`src/rtl/ahb_boot_loader.sv`:
```
// AHB-Lite boot loader: turns a little-endian byte stream into word writes to program RAM,
// then releases the CPU from reset. Define BOOT_CHECKSUM_EN to require a trailing checksum byte.
module ahb_boot_loader #(
  parameter logic [31:0] BASE_ADDR  = 32'h0000_0000,
  parameter int          WORD_COUNT = 4096
) (
  input  logic        HCLK,
  input  logic        HRESETn,
  input  logic [7:0]  rx_data,
  input  logic        rx_valid,
  output logic        rx_ready,
  input  logic        HREADY,
  output logic [31:0] HADDR,
  output logic [1:0]  HTRANS,
  output logic        HWRITE,
  output logic [2:0]  HSIZE,
  output logic [31:0] HWDATA,
  output logic        cpu_reset_n,
  output logic        done,
  output logic        error
);
  // One extra index bit so a full-capacity image does not wrap the counter.
  localparam int IDX_W = $clog2(WORD_COUNT) + 1;

  localparam logic [2:0] S_LEN0    = 3'd0;
  localparam logic [2:0] S_LEN1    = 3'd1;
  localparam logic [2:0] S_COLLECT = 3'd2;
  localparam logic [2:0] S_ADDR    = 3'd3;
  localparam logic [2:0] S_DATA    = 3'd4;
  localparam logic [2:0] S_DONE    = 3'd6;
  localparam logic [2:0] S_ERROR   = 3'd7;
`ifdef BOOT_CHECKSUM_EN
  localparam logic [2:0] S_CHECK   = 3'd5;
  localparam logic [2:0] S_END     = S_CHECK;
`else
  localparam logic [2:0] S_END     = S_DONE;
`endif

  localparam logic [1:0] TRANS_IDLE   = 2'b00;
  localparam logic [1:0] TRANS_NONSEQ = 2'b10;

  logic [2:0]       state;
  logic [2:0]       next_state;
  logic [15:0]      len;
  logic [IDX_W-1:0] idx;
  logic [IDX_W-1:0] idx_next;
  logic [31:0]      word;
  logic [1:0]       byte_cnt;
  logic             accept;
  logic [15:0]      len_full;
  logic             last_word;
  logic             next_accepts;
`ifdef BOOT_CHECKSUM_EN
  logic [7:0]       csum;
`endif

  assign accept    = rx_valid && rx_ready;
  assign len_full  = {rx_data, len[7:0]};
  assign idx_next  = idx + IDX_W'(1);
  assign last_word = (32'(idx_next) == 32'(len));
  assign HSIZE     = 3'b010;

  always_comb begin
    next_state = state;
    case (state)
      S_LEN0:    if (accept) next_state = S_LEN1;
      S_LEN1: begin
        if (accept) begin
          if (32'(len_full) > 32'(WORD_COUNT)) next_state = S_ERROR;
          else if (len_full == 16'd0)          next_state = S_END;
          else                                 next_state = S_COLLECT;
        end
      end
      S_COLLECT: if (accept && byte_cnt == 2'd3) next_state = S_ADDR;
      S_ADDR:    if (HREADY) next_state = S_DATA;
      S_DATA:    if (HREADY) next_state = last_word ? S_END : S_COLLECT;
`ifdef BOOT_CHECKSUM_EN
      S_CHECK:   if (accept) next_state = (rx_data == csum) ? S_DONE : S_ERROR;
`endif
      default:   next_state = state;
    endcase
  end

  always_comb begin
    next_accepts = (next_state == S_LEN0) || (next_state == S_LEN1) || (next_state == S_COLLECT);
`ifdef BOOT_CHECKSUM_EN
    if (next_state == S_CHECK) next_accepts = 1'b1;
`endif
  end

  // Bus and handshake outputs are registered from the state being entered.
  always_ff @(posedge HCLK or negedge HRESETn) begin
    if (!HRESETn) begin
      state       <= S_LEN0;
      len         <= '0;
      idx         <= '0;
      word        <= '0;
      byte_cnt    <= '0;
      rx_ready    <= 1'b0;
      HTRANS      <= TRANS_IDLE;
      HWRITE      <= 1'b0;
      HADDR       <= BASE_ADDR;
      HWDATA      <= '0;
      cpu_reset_n <= 1'b0;
      done        <= 1'b0;
      error       <= 1'b0;
`ifdef BOOT_CHECKSUM_EN
      csum        <= '0;
`endif
    end else begin
      state    <= next_state;
      rx_ready <= next_accepts;
      HTRANS   <= (next_state == S_ADDR) ? TRANS_NONSEQ : TRANS_IDLE;
      HWRITE   <= (next_state == S_ADDR);
      if (state == S_LEN0 && accept) len[7:0]  <= rx_data;
      if (state == S_LEN1 && accept) len[15:8] <= rx_data;
      if (state == S_COLLECT && accept) begin
        word     <= {rx_data, word[31:8]};
        byte_cnt <= byte_cnt + 2'd1;
`ifdef BOOT_CHECKSUM_EN
        csum     <= csum + rx_data;
`endif
      end
      if (state == S_COLLECT && next_state == S_ADDR) HADDR <= BASE_ADDR + (32'(idx) << 2);
      if (state == S_ADDR && HREADY) HWDATA <= word;
      if (state == S_DATA && HREADY) idx <= idx_next;
      if (next_state == S_DONE) begin
        done        <= 1'b1;
        cpu_reset_n <= 1'b1;
      end
      if (next_state == S_ERROR) error <= 1'b1;
    end
  end
endmodule

```
`config.mk`:
```
export PLATFORM = sky130hd
export DESIGN_NAME = ahb_boot_loader
export DESIGN_NICKNAME = d
export VERILOG_FILES = /design/src/rtl/ahb_boot_loader.sv
export SDC_FILE = /design/constraint.sdc
export NUM_CORES = 1
export LEC_CHECK = 0
export CAP_MARGIN = 20
export CORE_AREA = 2 2 107 109
export CTS_CLUSTER_DIAMETER = 50
export DETAILED_ROUTE_END_ITERATION = 8
export DIE_AREA = 0 0 109 111
export PLACE_DENSITY = 0.78
export SETUP_SLACK_MARGIN = 0.05
export SYNTH_ARGS = -nofsm -noshare
export SYNTH_HDL_FRONTEND = slang
export SYNTH_SLANG_ARGS = --single-unit
```
`constraint.sdc`:
```
create_clock -name HCLK -period 2.2 [get_ports HCLK]
set_clock_uncertainty 0.1 [all_clocks]
set_input_delay 0.44 -clock HCLK [delete_from_list [all_inputs] [get_ports HCLK]]
set_output_delay 0.44 -clock HCLK [all_outputs]
set_load 0.05 [all_outputs]
```
### Word level (Yosys, flattened, before mapping)

Index checks and enable logic that the tools add are counted.

| word-level totals | value |
|---|---|
| bits in registers | 117 |
| input port bits | 12 |
| output and inout bits | 74 |
| logic and storage cells | 50 |

| cells by class | value |
|---|---|
| add/subtract/negate cells | 2 |
| magnitude comparators | 1 |
| equality and inequality tests | 11 |
| mux-type cells | 10 |
| reduce and logical (&&, ||, !) cells | 13 |

Operators by type and width:

| operator | number |
|---|---|
| two-way mux 3 bit | 8 |
| equality test 13 x 16 -> 1 bit | 1 |
| greater-than comparator 16 x 13 -> 1 bit, second input constant | 1 |
| logical NOT 16 bit | 1 |
| one-hot mux 3 bit (5 select lines) | 1 |
| adder 13 x 1 -> 13 bit, second input constant | 1 |
| equality test 3 x 2 -> 1 bit, second input constant | 4 |
| equality test 3 bit, second input constant | 3 |
| logical AND 1 bit | 8 |
| equality test 3 x 1 -> 1 bit, second input constant | 2 |
| logical NOT 3 bit | 2 |
| adder 2 x 1 -> 2 bit, second input constant | 1 |
| equality test 2 bit, second input constant | 1 |
| logical OR 1 bit | 2 |
| two-way mux 2 bit | 1 |

### Longest topological paths before layout

| logic depth | value |
|---|---|
| depth after elaboration | 8 |
| depth in mapped cells | 7 |
| mapped depth without buffers | 7 |

### Worst setup path before layout

Ideal clock, no wire load.

| timing path | value |
|---|---|
| path type | reg2reg |
| start | register idx[0] |
| end | register rx_ready |
| setup time | 121 ps |
| arrival time | 1912 ps |
| data required time | 1979 ps |
| path slack | 67 ps |
| stages on the path, launching flop included | 8 |
| buffers on the path | 0 |
| period minus slack after synthesis | 2133 ps |
| path through | dfrtp_1 ha_1 and4_1 a21oi_1 xor2_1 o22ai_1 a2111o_1 a22o_1 |

| between the ends | value |
|---|---|
| word-level cells in the longest chain between the ends | 8 |
| elaborated cells between the ends (all ways) | 10 |
| classes of those cells | add/sub: 1; eq/ne: 3; mux: 3; reduce/logical: 3 |

Ends and longest elaborated chain:

| element | line | RTL |
|---|---|---|
| from (decl) | 45 | `logic [IDX_W-1:0] idx;` |
| from (signal assigned) | 126 | `if (state == S_DATA && HREADY) idx <= idx_next;` |
| adder 13 x 1 -> 13 bit * | 59 | `assign idx_next = idx + IDX_W'(1);` |
| equality test 13 x 16 -> 1 bit * | 60 | `assign last_word = (32'(idx_next) == 32'(len));` |
| two-way mux 3 bit * (2 in series) | 76 | `S_DATA: if (HREADY) next_state = last_word ? S_END : S_COLLECT;` |
| one-hot mux 3 bit (5 select lines) * | 65 | `case (state)` |
| equality test 3 x 1 -> 1 bit or logical NOT 3 bit (tied branches) | 85 | `next_accepts = (next_state == S_LEN0) \|\| (next_state == S_LEN1) \|\| (next_state == S_COLLECT);` |
| logical OR 1 bit | 85 |  |
| logical OR 1 bit * | 85 |  |
| named net next_accepts | 52 | `logic next_accepts;` |
| to (signal assigned) | 112 | `rx_ready <= next_accepts;` |
| to (decl) | 11 | `output logic rx_ready,` |

Mark *: on every way through the listed nets, which the timed path passes. The rest lies on a longest branch.
A chain may end at the register's enable or synchronous reset.

### Worst setup path after layout

| timing path | value |
|---|---|
| start | register idx[1] |
| end | register rx_ready |

The elaborated chain is that of the path after synthesis.

==> impl_metrics.yaml <==
timing:
  fmax_mhz: 460
  finalSetupTns_ns: 0
  drv_slew: 0
  fin_ws_ns: 0.0280
  rsz0062_at_grt: "yes"
  worst_slew_pin_slew_ns: 0.543
  final_hold_viol_count: 0
  setup_viol: 0
  finalCritPeriodShare: 0.987
  relSlewSlack: 0.638
  hold_ws_ns: 0.374
  min_period_ns: 2.17
critical_path:
  cp_max_fo: 5
  endpoint_kind: "register"
  cp_slowest_cell: "a2111o_1"
  r2r_cells: 7
  rrSetupSlack_ns: 0.03
  cpPeakStageDelay_ns: 0.43
  worst-setup-path-type: "register to register"
  critical_path.cell_chain: "ha_4 -> xnor2_2 -> xnor2_1 -> nor4_1 -> o211ai_1 -> a2111o_1 -> a22o_1"
  r2r_end: "rx_ready"
  cp.required_ns: 2.39
  start_kind: "register"
  r2r-start: "idx[1]"
  arrival_ns: 2.37
place:
  dpl_worst_slack_ns: -0.288
  port_buffers: 62
  place.gp.congestion: 0.859
  hpwl_um: 7010
routing:
  remaining_drc_errors: 0
  detail_route.wirelength_um: 10700
  wl_per_cell_um: 16.4
  drt_iter0_markers: 163
  routed-via-count: 3390
  drt-pass1-iter-count: 4
  via_per_inst: 5.20
  ant_nets: 0
clock_network:
  root_buffer: "clkbuf_16"
  cts_made_buffers: 17
  path_clk_slew_ns: 0.06
  cts_tree: "done"
  worstSkewPairLatency_ns: 0.41
  cts_max_path_buffers: 2
  cts_max_level: 4
  cts.sinks: 115
grt:
  grt_pass1_vias: 3488
  overflow: 0
  antenna_found_initial: 0
  grt_max_degree: 51
  grt_pass1_wl_um: 17800
  grt_use_total: 0.189
die:
  coreArea_mm2: 0.0111
  die_h_um: 111
  die_x_um: 109
  row_count: 39
  initial_core_util: 0.461
  ios: 86
  dieArea_mm2: 0.0121
synth:
  yosys_warnings: 0
  yosys.area.top_type: "dfrtp_1"
  seq_area_frac_synth: 0.563
  synth.distinct_cells: 42
  avgSynthCellArea_um2: 12.7
  synth_edf_count: 0
  ys_async_sr_fraction: 1.00
  syn_area_mm2: 0.00511
  synthCells: 402
  synth_seq_cells: 115
  synth_top_area_frac: 0.563
  synth_top_flop_cell: "dfrtp_1"
  synth_area_leaders: "dfrtp_1 56%, mux2_2 20%, buf_4 3.7%, xnor2_1 3.4%, xor2_1 1.9%"
outcome:
  status: "completed"
min_path:
  hold_end: "HADDR[7]"
  worstHoldPathType: "register to register"
  hp-start: "HADDR[7]"
  worstHoldPathCells: 2
flow_run:
  max_cap_viol_count: 0
power:
  p_per_area_mw_per_mm2: 1420
  power.leakage_nw: 3.35
  vdd_ir_drop_max_mv: 0.996
  power.total_w: 0.00959
finish:
  num-nets-final: 510
  antenna_cells: 0
  area_growth_syn_to_layout_pct: 32.4
  drive_gt1_frac: 0.334
## cell usage in the layout (no fill, tap or decap), types with 3 or more instances in the layout
cell and count:
buf_12 4, nand4_1 4, inv_8 4, clkdlybuf4s50_1 41, nor2_1 11, mux2_2 89, bufinv_16 3, dfrtp_1 114
clkbuf_16 17, dlygate4sd2_1 4, nand3_1 9, a21oi_1 5, inv_1 5, o21ai_0 9, xor2_1 11, dlymetal6s2s_1 15
conb_1 23, buf_4 33, nor3_1 5, nand2_1 22, nor2b_1 4, nor4_1 3, nor3b_1 4, a31oi_1 5
xnor2_1 18, or3_1 3, and3_1 4, inv_6 6
## worst max path at each step
stage / startpoint / end / slack [ns] / cells after the start
6_report: idx[1] / rx_ready / 0.03 / 7
5_1_grt: idx[1] / rx_ready / -0.06 / 7
4_1_cts: idx[11] / rx_ready / 0.01 / 6
3_5_place_dp: rx_data[1] / done / -0.29 / 8
3_3_place_gp: rx_data[1] / rx_ready / -0.21 / 8
2_1_floorplan: idx[0] / rx_ready / 0.07 / 7
## area by class of cell
cell class | instances | area [µm²]
Multi-Input combinational cell | 259 | 2080
Fill cell | 832 | 4320
Inverter | 5 | 18.8
Timing Repair Buffer | 98 | 971
Sequential cell | 115 | 2880
Clock inverter | 15 | 205
Tap cell | 143 | 179
Clock buffer | 17 | 425
## where the power goes
part           internal (W)  switching [W]  total [W]
clock network       0.00184        0.00110    0.00293
logic               0.00140        0.00182    0.00322
registers           0.00285       0.000591    0.00345
total               0.00609        0.00350    0.00959
## critical path: cells and delay by family (launching register included)
family | cells | cell delay (ns)
xor+xnor | 2 | 0.25
compound gates | 3 | 0.80
simple gates | 1 | 0.29
flops | 1 | 0.42
fa+ha+maj | 1 | 0.20
## registers in the layout (all words and copies together), names as in the netlist
name,flops
rx_ready,1
error,1
done,1
idx,13
HTRANS,1
HADDR,13
state,3
byte_cnt,2
HWDATA,32
word,32
len,16
## synthesized netlist by cell type (all sizes together) (3+ instances only)
| library cell | n |
|---|---|
| dfrtp | 115 |
| mux2 | 91 |
| buf | 29 |
| nand2 | 22 |
| xnor2 | 20 |
| clkbuf | 15 |
| nor2 | 11 |
| xor2 | 11 |
| o21ai | 10 |
| nand3 | 9 |
| a21oi | 6 |
| a31oi | 6 |
| inv | 5 |
| nor3 | 5 |
| and3 | 4 |
| nand4 | 4 |
| nor2b | 4 |
| nor3b | 4 |
| nor4 | 4 |
| or3 | 3 |
## metal layers
| metal | up-vias | wire [µm] | GRT usage | part of all wire |
|---|---|---|---|---|
| met2 | 86 | 5530 | 0.317 | 0.52 |
| met4 | 0 | 262 | 0.0701 | 0.025 |
| li1 | 1547 | - | - | - |
| met1 | 1732 | 4510 | 0.238 | 0.42 |
| met3 | 25 | 388 | 0.0429 | 0.036 |
| met5 | - | 0 | 0 | 0 |
## metrics by stage
step	cells	util	area, µm²
2_1_floorplan	423	-	5190
3_3_place_gp	617	0.543	6020
3_5_place_dp	617	0.543	6020
4_1_cts	651	0.603	6680
5_1_grt	652	0.610	6760
6_report	652	0.610	6760
## cells by family after synthesis
family,Yosys count,share of synthesized area
other,2,0.00147
XOR/XNOR,31,0.0532
multiplexers,91,0.201
adder cells (fa/ha/maj),2,0.00490
AO/OA/AOI/OAI,34,0.0429
flip-flops,115,0.563
buffers and inverters,49,0.0549
AND/OR/NAND/NOR,78,0.0786
## what timing repair did
action | in CTS | in global routing
gates resized for setup | 8 | 24
buffers inserted | 1 | 1
hold endpoints to repair | 32 | 0
endpoints found under the setup margin | 7 | 20
pin swaps | 6 | 5
hold buffers | 1 | 0
Note: power is estimated with default switching activity, not from simulation.
